`config.mk`:
```
export PLATFORM = sky130hd
export DESIGN_NAME = cosim_endpoint_tx
export DESIGN_NICKNAME = d
export VERILOG_FILES = /design/src/rtl/cosim_endpoint_tx_pkg.sv /design/src/rtl/cosim_endpoint_tx_fifo.sv /design/src/rtl/cosim_endpoint_tx.sv
export SDC_FILE = /design/constraint.sdc
export NUM_CORES = 1
export LEC_CHECK = 0
export CORE_MARGIN = 4
export CORE_UTILIZATION = 55
export DETAILED_ROUTE_END_ITERATION = 7
export DONT_BUFFER_PORTS = 1
export HOLD_SLACK_MARGIN = 0.06
export PLACE_DENSITY = 0.74
export SETUP_SLACK_MARGIN = 0.05
export SLEW_MARGIN = 25
export SYNTH_ARGS = -nofsm -noshare
export SYNTH_HDL_FRONTEND = slang
export SYNTH_SLANG_ARGS = --single-unit
```
`constraint.sdc`:
```
create_clock -name clk -period 4.05 [get_ports clk]
set_input_delay 0.405 -clock clk [delete_from_list [all_inputs] [get_ports clk]]
set_output_delay 0.405 -clock clk [all_outputs]
set_load 0.03 [all_outputs]
```
`src/rtl/cosim_endpoint_tx_pkg.sv`:
```
// Shared message layout for the cosim host-bound transmitter.
// Generators and checkers build and split messages with the same helpers.
package Cosim_TxPkg;

  localparam int unsigned SENT_COUNT_W = 32;
  localparam int unsigned MSG_MAX_W    = 64;

  typedef logic [MSG_MAX_W-1:0] msg_word_t;

  function automatic msg_word_t field_mask(input int unsigned bits);
    msg_word_t one;
    one = msg_word_t'(1);
    return (one << bits) - one;
  endfunction

  // Message = {seq, payload}; payload occupies the low payload_bits.
  function automatic msg_word_t make_msg(input msg_word_t seq,
                                         input msg_word_t payload,
                                         input int unsigned payload_bits);
    return (seq << payload_bits) | (payload & field_mask(payload_bits));
  endfunction

  function automatic msg_word_t msg_seq(input msg_word_t msg,
                                        input int unsigned payload_bits,
                                        input int unsigned seq_bits);
    return (msg >> payload_bits) & field_mask(seq_bits);
  endfunction

  function automatic msg_word_t msg_payload(input msg_word_t msg,
                                            input int unsigned payload_bits);
    return msg & field_mask(payload_bits);
  endfunction

endpackage

```
`src/rtl/cosim_endpoint_tx_fifo.sv`:
```
// Synchronous FIFO with extra-bit pointers, occupancy level and a
// synchronous clear that overrides push and pop.
module cosim_tx_fifo #(
  parameter int WIDTH = 24,
  parameter int DEPTH = 4
) (
  input  logic                     clk,
  input  logic                     rst,
  input  logic                     clear_i,
  input  logic                     push_i,
  input  logic [WIDTH-1:0]         wdata_i,
  input  logic                     pop_i,
  output logic [WIDTH-1:0]         rdata_o,
  output logic                     full_o,
  output logic                     empty_o,
  output logic [$clog2(DEPTH):0]   level_o
);

  localparam int PTR_W = $clog2(DEPTH);

  logic [PTR_W:0]     wr_ptr_q, wr_ptr_d;
  logic [PTR_W:0]     rd_ptr_q, rd_ptr_d;
  logic [WIDTH-1:0]   mem_q [DEPTH];
  logic               push_ok, pop_ok;

  assign level_o = wr_ptr_q - rd_ptr_q;
  assign empty_o = (wr_ptr_q == rd_ptr_q);
  assign full_o  = (level_o == (PTR_W+1)'(DEPTH));

  assign push_ok = push_i && !full_o && !clear_i;
  assign pop_ok  = pop_i && !empty_o && !clear_i;

  // Head is forced to zero while empty so the output is defined after reset.
  assign rdata_o = empty_o ? '0 : mem_q[rd_ptr_q[PTR_W-1:0]];

  always_comb begin
    // NOTE: every always_comb output gets a default first so no latch is inferred.
    wr_ptr_d = wr_ptr_q;
    rd_ptr_d = rd_ptr_q;
    if (clear_i) begin
      wr_ptr_d = '0;
      rd_ptr_d = '0;
    end else begin
      if (push_ok) wr_ptr_d = wr_ptr_q + 1'b1;
      if (pop_ok)  rd_ptr_d = rd_ptr_q + 1'b1;
    end
  end

  always_ff @(posedge clk or posedge rst) begin
    // NOTE: sequential state uses non-blocking assignments so all registers update together.
    if (rst) begin
      wr_ptr_q <= '0;
      rd_ptr_q <= '0;
    end else begin
      wr_ptr_q <= wr_ptr_d;
      rd_ptr_q <= rd_ptr_d;
    end
  end

  // NOTE: storage is not reset; the pointers alone define which entries are valid.
  always_ff @(posedge clk) begin
    if (push_ok) mem_q[wr_ptr_q[PTR_W-1:0]] <= wdata_i;
  end

endmodule

```
`src/rtl/cosim_endpoint_tx.sv`:
```
// Host-bound cosim transmitter: stamps local payloads with a wrapping
// sequence number, buffers them and presents them on DataIn/DataInValid.
module cosim_endpoint_tx
  import Cosim_TxPkg::*;
#(
  parameter int TYPE_SIZE_BITS = 24,
  parameter int SEQ_BITS       = 8,
  parameter int FIFO_DEPTH     = 4
) (
  input  logic                                clk,
  input  logic                                rst,
  input  logic                                SrcValid,
  output logic                                SrcReady,
  input  logic [TYPE_SIZE_BITS-SEQ_BITS-1:0]  SrcData,
  input  logic                                Flush,
  output logic                                DataInValid,
  input  logic                                DataInReady,
  output logic [TYPE_SIZE_BITS-1:0]           DataIn,
  output logic [$clog2(FIFO_DEPTH+1)-1:0]     Level,
  output logic [SENT_COUNT_W-1:0]             SentCount
);

  localparam int unsigned PAYLOAD_BITS = TYPE_SIZE_BITS - SEQ_BITS;

  logic [SEQ_BITS-1:0]       seq_q, seq_d;
  logic [SENT_COUNT_W-1:0]   sent_q, sent_d;
  logic [TYPE_SIZE_BITS-1:0] wr_msg;
  msg_word_t                 msg_full;
  logic                      fifo_full, fifo_empty;
  logic                      push, pop;

  assign msg_full = make_msg(msg_word_t'(seq_q), msg_word_t'(SrcData), PAYLOAD_BITS);
  assign wr_msg   = msg_full[TYPE_SIZE_BITS-1:0];

  // Ready depends only on occupancy, so a full FIFO refuses even during a pop.
  assign SrcReady    = !fifo_full;
  assign DataInValid = !fifo_empty;

  assign push = SrcValid && SrcReady && !Flush;
  assign pop  = DataInValid && DataInReady && !Flush;

  cosim_tx_fifo #(
    .WIDTH (TYPE_SIZE_BITS),
    .DEPTH (FIFO_DEPTH)
  ) u_fifo (
    .clk     (clk),
    .rst     (rst),
    .clear_i (Flush),
    .push_i  (push),
    .wdata_i (wr_msg),
    .pop_i   (pop),
    .rdata_o (DataIn),
    .full_o  (fifo_full),
    .empty_o (fifo_empty),
    .level_o (Level)
  );

  always_comb begin
    seq_d  = seq_q;
    sent_d = sent_q;
    if (Flush) begin
      seq_d = '0;
    end else if (push) begin
      seq_d = seq_q + 1'b1;
    end
    if (pop && (sent_q != '1)) sent_d = sent_q + 1'b1;
  end

  always_ff @(posedge clk or posedge rst) begin
    if (rst) begin
      seq_q  <= '0;
      sent_q <= '0;
    end else begin
      seq_q  <= seq_d;
      sent_q <= sent_d;
    end
  end

  assign SentCount = sent_q;

endmodule

```
# Word level (Yosys, flattened, before mapping)
# Memories as Yosys holds them, arrays and structs flattened.
# Cells that the tools add are included.
# totals
ff_bits	46
word_cells	38
n_memories	1
output_inout_bits	61
ram_bits	96
inputBits	21
# memory_table
name	depth	width	rd	rd_ports_with_merged_regs	write_ports	line	rtl
u_fifo.mem_q	4	24	1	0	1	cosim_endpoint_tx_fifo.sv:23	logic [WIDTH-1:0] mem_q [DEPTH];
# classes
n_mux	9
n_addsub	5
reduce_logical	15
n_bitwise	1
eq_ne	3
# ops
cell	n
$add 32x1->32 const B	1
$ne 32x32->1 const B	1
$mux 24	1
$or 24x16->24	1
$mux 8	2
$mux 3	4
$logic_and 1x1->1	9
$add 8x1->8 const B	1
$add 3x1->3 const B	2
$reduce_bool 2->1	3
$eq 3x3->1	1
$eq 3x3->1 const B	1
$logic_not 1->1	3
$sub 3x3->3	1
$mux 1	2

# Depth between registers and ports, before layout
# Gate-level depths: netlist of run 1.
# logic_depth
depth_word	9
mapped_depth	9
mapped_depth_nobuf	8

# Modules after synthesis
# Synthesis of run 1 repeated with hierarchy kept, for this count alone.
# unflattened
cells_unflattened	380
hier_area_um2	6028.3
# modules_own_cells
mod	area_each_um2	instances	cells_per_inst
cosim_tx_fifo	4088.9	1	201
cosim_endpoint_tx	1939.4	1	179

# Worst setup path after synthesis of run 1
# No wires, ideal clock.
# synth_path
path_type	register to register
startpoint	register u_fifo.wr_ptr_q[0]
endpoint	memory u_fifo.mem_q[0][0] (enable)
setup_slack_ns	1.045
stages_incl_launch_ff	8
arrival_time_ns	2.622
t_required_ns	3.667
path_cell_list	dfrtp_1 inv_1 ha_1 fa_1 xor3_1 a31oi_4 nor2b_1 and2_1
# synth_via
elab_chain_cells	9
# synth_rtl
element	line	rtl
start: declaration	cosim_endpoint_tx_fifo.sv:21	logic [PTR_W:0] wr_ptr_q, wr_ptr_d;
start signal: assignment	cosim_endpoint_tx_fifo.sv:55	wr_ptr_q <= wr_ptr_d;
$sub 3x3->3 *	cosim_endpoint_tx_fifo.sv:26	assign level_o = wr_ptr_q - rd_ptr_q;
named net Level[2]	cosim_endpoint_tx.sv:19	output logic [$clog2(FIFO_DEPTH+1)-1:0] Level,
$eq 3x3->1 *	cosim_endpoint_tx_fifo.sv:28	assign full_o = (level_o == (PTR_W+1)'(DEPTH));
$logic_not 1->1 *	cosim_endpoint_tx_fifo.sv:30, cosim_endpoint_tx.sv:36	
$logic_and 1x1->1 (2 in series)	cosim_endpoint_tx.sv:39	assign push = SrcValid && SrcReady && !Flush;
$logic_and 1x1->1 * (2 in series)	cosim_endpoint_tx_fifo.sv:30	assign push_ok = push_i && !full_o && !clear_i;
$mux 1 *	cosim_endpoint_tx_fifo.sv:62	if (push_ok) mem_q[wr_ptr_q[PTR_W-1:0]] <= wdata_i;
$mux 1 (not written as such) *	cosim_endpoint_tx_fifo.sv:62	
end: declaration	cosim_endpoint_tx_fifo.sv:23	
# The timed path passes the listed nets; every way through them passes the cells marked *.

# Worst setup path after layout of run 1
# layout_path
startpoint	register u_fifo.rd_ptr_q[1]
endpoint	output DataIn[14]
# layout_via
elab_chain_cells	2
# layout_rtl
element	line	rtl
start: declaration	cosim_endpoint_tx_fifo.sv:22	logic [PTR_W:0] rd_ptr_q, rd_ptr_d;
start signal: assignment	cosim_endpoint_tx_fifo.sv:56	rd_ptr_q <= rd_ptr_d;
$mem_v2 4x24 or $eq 3x3->1 (tied branches)	--	
$mux 24 *	cosim_endpoint_tx_fifo.sv:34	assign rdata_o = empty_o ? '0 : mem_q[rd_ptr_q[PTR_W-1:0]];
end: declaration	cosim_endpoint_tx.sv:18	output logic [TYPE_SIZE_BITS-1:0] DataIn,
# Every way passes the cells marked *; elsewhere a longest branch is shown, timed or not.

==> results of run 1 <==
==> flip-flops by register name, indices dropped and copies added (netlist names) <==
name and cells:
u_fifo.mem_q 96, u_fifo.wr_ptr_q 3, seq_q 8, SentCount 32
u_fifo.rd_ptr_q 3
==> repair_timing <==
item                      in CTS  in global routing
hold endpoints to repair     124                  0
setup buffers                  0                  0
hold buffers                  19                  0
==> stage by stage <==
stage	hold WS, ns	std cells	util (%)	cell area, µm²	worst slack (ns)
after global placement	0.474	533	57.9	6310	1.14
after CTS	0.0794	582	64.8	7060	0.712
final	0.117	582	64.8	7060	0.802
after detailed placement	0.476	533	57.9	6310	1.01
after global routing	0.113	582	64.8	7060	0.596
after floorplan	0.468	398	-	6130	1.04
==> worst paths after layout <==
check | from | endpoint | slack (ns)
worst max-delay path | u_fifo.rd_ptr_q[1] | DataIn[14] | 0.80
worst min-delay path | DataInReady | u_fifo.rd_ptr_q[1] | 0.12
worst max register to register | u_fifo.wr_ptr_q[0] | u_fifo.mem_q[0][1] | 1.01
worst min register to register | u_fifo.rd_ptr_q[2] | u_fifo.rd_ptr_q[2] | 0.60
max in group asynchronous | rst | u_fifo.rd_ptr_q[0] | 3.14
min in group asynchronous | rst | u_fifo.wr_ptr_q[2] | 0.49
==> cell usage after synthesis, types with 2 or more instances <==
library cell / instances
edfxtp_1: 96
nand4_1: 18
clkbuf_1: 6
xor2_1: 21
xnor2_1: 21
nand3_1: 17
and4_1: 2
nor2_1: 30
inv_1: 9
and3_1: 6
a21oi_1: 2
ha_1: 9
and2_1: 29
buf_2: 4
nor4_4: 2
dfrtp_1: 46
nor3_1: 7
nand2_1: 25
mux4_2: 24
buf_4: 2
nor4_1: 2
==> critical path: cells and delay by family (launching register included) <==
kind,cells,cell delay [ns]
adder cells (fa/ha/maj),1,0.33
buffers and inverters,3,0.83
flip-flops,1,0.38
AND/OR/NAND/NOR,2,0.77
==> power breakdown <==
group | internal (µW) | switching, µW | total [µW]
logic | 380 | 864 | 1240
clock network | 924 | 556 | 1480
registers | 1670 | 112 | 1780
total | 2980 | 1530 | 4510
==> layout make-up <==
class | instances | area (µm²) | area share [%]
clock buffer | 18 | 418 | 5.92
clock inverter | 12 | 146 | 2.07
inverter | 9 | 33.8 | 0.478
multi-input combinational | 234 | 2000 | 28.4
sequential | 142 | 4040 | 57.2
tap | 140 | 175 | 2.48
timing repair buffer | 27 | 250 | 3.54
==> routing by layer <==
metal	wire length (µm)	track usage [%]	part of all wire, %
met5	0	0	0
met4	74	9.70	0.64
met3	844	6.90	7.3
met2	5580	29.0	49
met1	4990	26.3	43
==> kinds of logic (layout without fill, tap and decap cells) <==
| logic type | count (synthesis) | after routing | synth area share (%) |
|---|---|---|---|
| XOR/XNOR | 43 | 43 | 6.39 |
| adder cells (fa/ha/maj) | 10 | 10 | 2.16 |
| AO/OA/AOI/OAI | 8 | 8 | 1.45 |
| buffers and inverters | 22 | 66 | 1.55 |
| AND/OR/NAND/NOR | 147 | 147 | 13.5 |
| flip-flops | 142 | 142 | 65.8 |
| multiplexers | 26 | 26 | 9.16 |
==> reports/metrics.csv, run 1 <==
metric;value;unit
status;finished clean;
total grt overflow;0;
DIE AREA;12900;µm²
hold depth;3;
pwr dens;639;nW/µm²
Starting Density;56.3;%
Root Driver;clkbuf_8;
Post-synth EDFFs;96;
DR DRC count;0;
RSZ-0062 raised after global routing;no;
largest cells by area after synthesis;edfxtp_1 (47%), dfrtp_1 (19%), mux4_2 (8.8%), xnor2_1 (3.0%), xor2_1 (3.0%);
Synth top area share;47.0;%
Rows;38;
Fill cells;778;
Post-Syn Nets;429;
setup TNS;0;ns
Pre-Repair DR Iteration Count;5;
register area share after synthesis;65.8;%
crit share post-route;80.2;%
Slowest cell on crit path;nand3_1;
Worst Tran Pin Value;0.806;ns
Mean Syn Cell Area;15.4;µm²
Vias per Instance;5.72;
# nets final;462;
Slew Limit Fails;0;
most frequent cells in the layout;edfxtp_1 (96), dfrtp_1 (45), nor2_1 (30);
post-synth top area cell;edfxtp_1;
synthesized cell area;6130;µm²
worst-case clock buffer depth;2;
layout cells sized above 1;15.8;%
clock slew at reported path FFs;0.06;ns
CTS Sinks;142;
Achievable Freq;308;MHz
via count;3329;
final hold violations;0;
CTS Buf Count;17;
headroom to the max-slew limit;46.1;%
final setup fails;0;
CP endpoint kind;output port;
post-route ant nets;0;
kind of critical path;flop to output port;
post-synthesis cell count;398;
largest net degree at the start of global routing;47;
synthesized flop and latch total;142;
Wirelength per Cell;19.7;µm
Tot GR Track Use;19.7;%
Req. time, crit path;3.64;ns
post-cts resize count;0;
dominant synthesized flop cell;edfxtp_1;
Routed WL;11500;µm
CP arrival;2.84;ns
Synth Warn #;0;
htree depth;4;
crit path launch type;flop;
Max VDD drop;0.000504;V
port bufs;0;
Max-cap violations;0;
commonest non-fill, non-tap cell in the layout;edfxtp_1;
first-pass GRT wire length;19000;µm
most used cell, CP;buf_4;
CORE AREA;10900;µm²
Clock Skews;0.00431;ns
IO Pins;82;
total power;4510;µW
initial DRC count;177;
DIE WIDTH;114;µm
GP Congestion;0.775;
# diodes;0;
clk_lat worst skew;0.52;ns
post-layout min period;3.25;ns
maximum fanout along the worst path;27;
hold crit path type;input pin to flop;
LEAKAGE;0.00263;µW
vias in the first global route;3530;
R2R depth;8;
crit-path cells;buf_4 -> inv_1 -> ha_1 -> nand3_1 -> buf_4 -> and2_1;
Crit path largest cell delay;0.40;ns
FFs w/ async S/R, synth;32.4;%
initial antenna violation count;0;
die height;114;µm
CTS tree;done;
Synth-to-Final Area Change;15.2;%
Synth cell types;41;
placed wire-length estimate;7300;µm
No activity file was read; power rests on OpenSTA's default activity.
==> run 2: changes to the inputs <==
- clock period: 4.05 -> 3.2 ns (I/O delays scaled with it)
==> reports/metrics.csv, run 2 (synthesis results as in run 1) <==
metric;value;unit;change
Pre-Repair DR Iteration Count;5;;unchanged
final hold violations;0;;unchanged
setup TNS;0;ns;unchanged
max reg flops;96;;unchanged
layout cells sized above 1;17.6;%;+1.8 points
CTS Sinks;142;;unchanged
Clock Skews;0.00858;ns;+0.00427 ns
most frequent cells in the layout;edfxtp_1 (96), dfrtp_1 (45), nor2_1 (30);;
final setup fails;0;;unchanged
DIE WIDTH;114;µm;unchanged
postcts setup bufs;0;;unchanged
Max VDD drop;0.000658;V;+30%
Critical Path End;SrcReady;;
headroom to the max-slew limit;62.2;%;+16 points
commonest non-fill, non-tap cell in the layout;edfxtp_1;;
total grt overflow;0;;unchanged
Routed WL;11900;µm;+3.7%
LEAKAGE;0.00267;µW;+1.6%
Tot GR Track Use;20.0;%;+0.34 points
R2R depth;8;;unchanged
maximum fanout along the worst path;4;;-85%
DR DRC count;0;;unchanged
Starting Density;56.3;%;unchanged
via count;3438;;+3.3%
pwr dens;819;nW/µm²;+28%
# diodes;0;;unchanged
CP startpoint;u_fifo.wr_ptr_q[0];;
Achievable Freq;343;MHz;
CP arrival;2.60;ns;-0.24 ns
Vias per Instance;5.85;;+2.2%
initial antenna violation count;0;;unchanged
Worst Tran Pin Value;0.565;ns;-0.241 ns
first-pass GRT wire length;19800;µm;+4.2%
htree depth;4;;unchanged
Setup WS pre-CTS;0.359;ns;-0.656 ns
crit share post-route;91.2;%;
die height;114;µm;unchanged
Gate power share;27.7;%;about the same
Worst R2R End;u_fifo.mem_q[1][0];;
post-layout min period;2.92;ns;
Clock power frac;33.6;%;+0.8 points
Rows;38;;unchanged
P_int;3850;µW;+29%
port bufs;0;;unchanged
initial DRC count;244;;+38%
Req. time, crit path;2.88;ns;-0.76 ns
post-route ant nets;0;;unchanged
CTS tree;done;;
crit path launch type;flop;;
Wirelength per Cell;20.3;µm;+2.6%
Synth-to-Final Area Change;16.3;%;
# nets final;466;;+0.87%
R2R setup slack;0.35;ns;-0.66 ns
placed wire-length estimate;7440;µm;+1.9%
DIE AREA;12900;µm²;unchanged
Root Driver;clkbuf_8;;
clock slew at reported path FFs;0.06;ns;about the same
CTS Buf Count;17;;unchanged
kind of critical path;flop to output port;;
clk_lat worst skew;0.52;ns;about the same
vias in the first global route;3670;;+4.0%
Switching Share;34.1;%;+0.14 points
hold crit path type;input pin to flop;;
post-cts resize count;0;;unchanged
RSZ-0062 raised after global routing;no;;
PnR worst setup slack;0.281;ns;-0.521 ns
P_sw;1990;µW;+30%
GP Congestion;0.833;;+7.5%
Seq pwr share;38.7;%;-0.9 points
Slew Limit Fails;0;;unchanged
CTS Hold Buffers Added;19;;unchanged
Max-cap violations;0;;unchanged
IO Pins;82;;unchanged
worst reg2reg startpoint;u_fifo.wr_ptr_q[0];;
CORE AREA;10900;µm²;unchanged
worst-case clock buffer depth;2;;unchanged
largest net degree at the start of global routing;31;;-34%
status;finished clean;;
CP endpoint kind;output port;;
-- run 2: cell count changes in the layout (fill, tap and decap cells not counted) --
cell and change:
clkbuf_8 +2, clkinv_1 -3, buf_4 +4, clkinv_2 +1, inv_6 +2
-- run 2: final cells by class --
cell class | instances | area, µm²
inverters | 9 | 35.0
repair buffers | 31 | 280
clock inverters | 12 | 156
well taps | 140 | 175
multi-input cells | 234 | 2000
clock buffers | 20 | 445
flip-flops and latches | 142 | 4040
fillers | 754 | 3760
-- run 2: how the worst min path moves through the flow --
stage             start                 end  slack, ns  cells past startpoint
6_report       SrcValid            seq_q[6]       0.17                      5
5_1_grt        SrcValid            seq_q[6]       0.20                      5
4_1_cts        SrcValid            seq_q[0]       0.15                      4
3_5_place_dp        rst  u_fifo.wr_ptr_q[2]       0.26                      1
3_3_place_gp        rst  u_fifo.wr_ptr_q[2]       0.39                      1
2_1_floorplan     Flush  u_fifo.rd_ptr_q[1]       0.38                      1
-- run 2: routing by layer --
metal	GRT usage [%]	up-vias	part of all wire, %	wire length, µm
met1	26.7	1738	41	4940
met3	5.41	26	7.2	852
met5	0	-	0	0
met2	31.6	119	49	5890
li1	-	1555	-	-
met4	8.09	0	1.9	230
-- run 2: power by group through the flow --
stage / Sequential [µW] / Combinational, µW / Clock, µW
finish: 2260 / 1620 / 1960
global route: 2280 / 1740 / 2080
CTS: 2260 / 1650 / 1990
detailed placement: 2300 / 1610 / 0
global placement: 2280 / 1590 / 0
floorplan: 2270 / 1330 / 0
-- run 2: per-stage QoR --
stage / hold slack, ns / utilization [%] / instance area [µm²] / std cells / power (µW)
after floorplan: 0.383 / - / 6130 / 398 / 3600
after global placement: 0.389 / 58.2 / 6340 / 537 / 3880
after detailed placement: 0.262 / 58.2 / 6340 / 537 / 3910
after CTS: 0.155 / 65.5 / 7130 / 588 / 5900
after global routing: 0.202 / 65.5 / 7130 / 588 / 6100
final: 0.169 / 65.5 / 7130 / 588 / 5840
-- run 2: worst max-delay path: stages (launching register included) --
cell and delay (ns):
dfrtp_1 0.42, inv_1 0.11, ha_1 0.21, fa_1 0.37, xor3_1 0.28, buf_4 0.21, nand3_1 0.23, buf_4 0.25
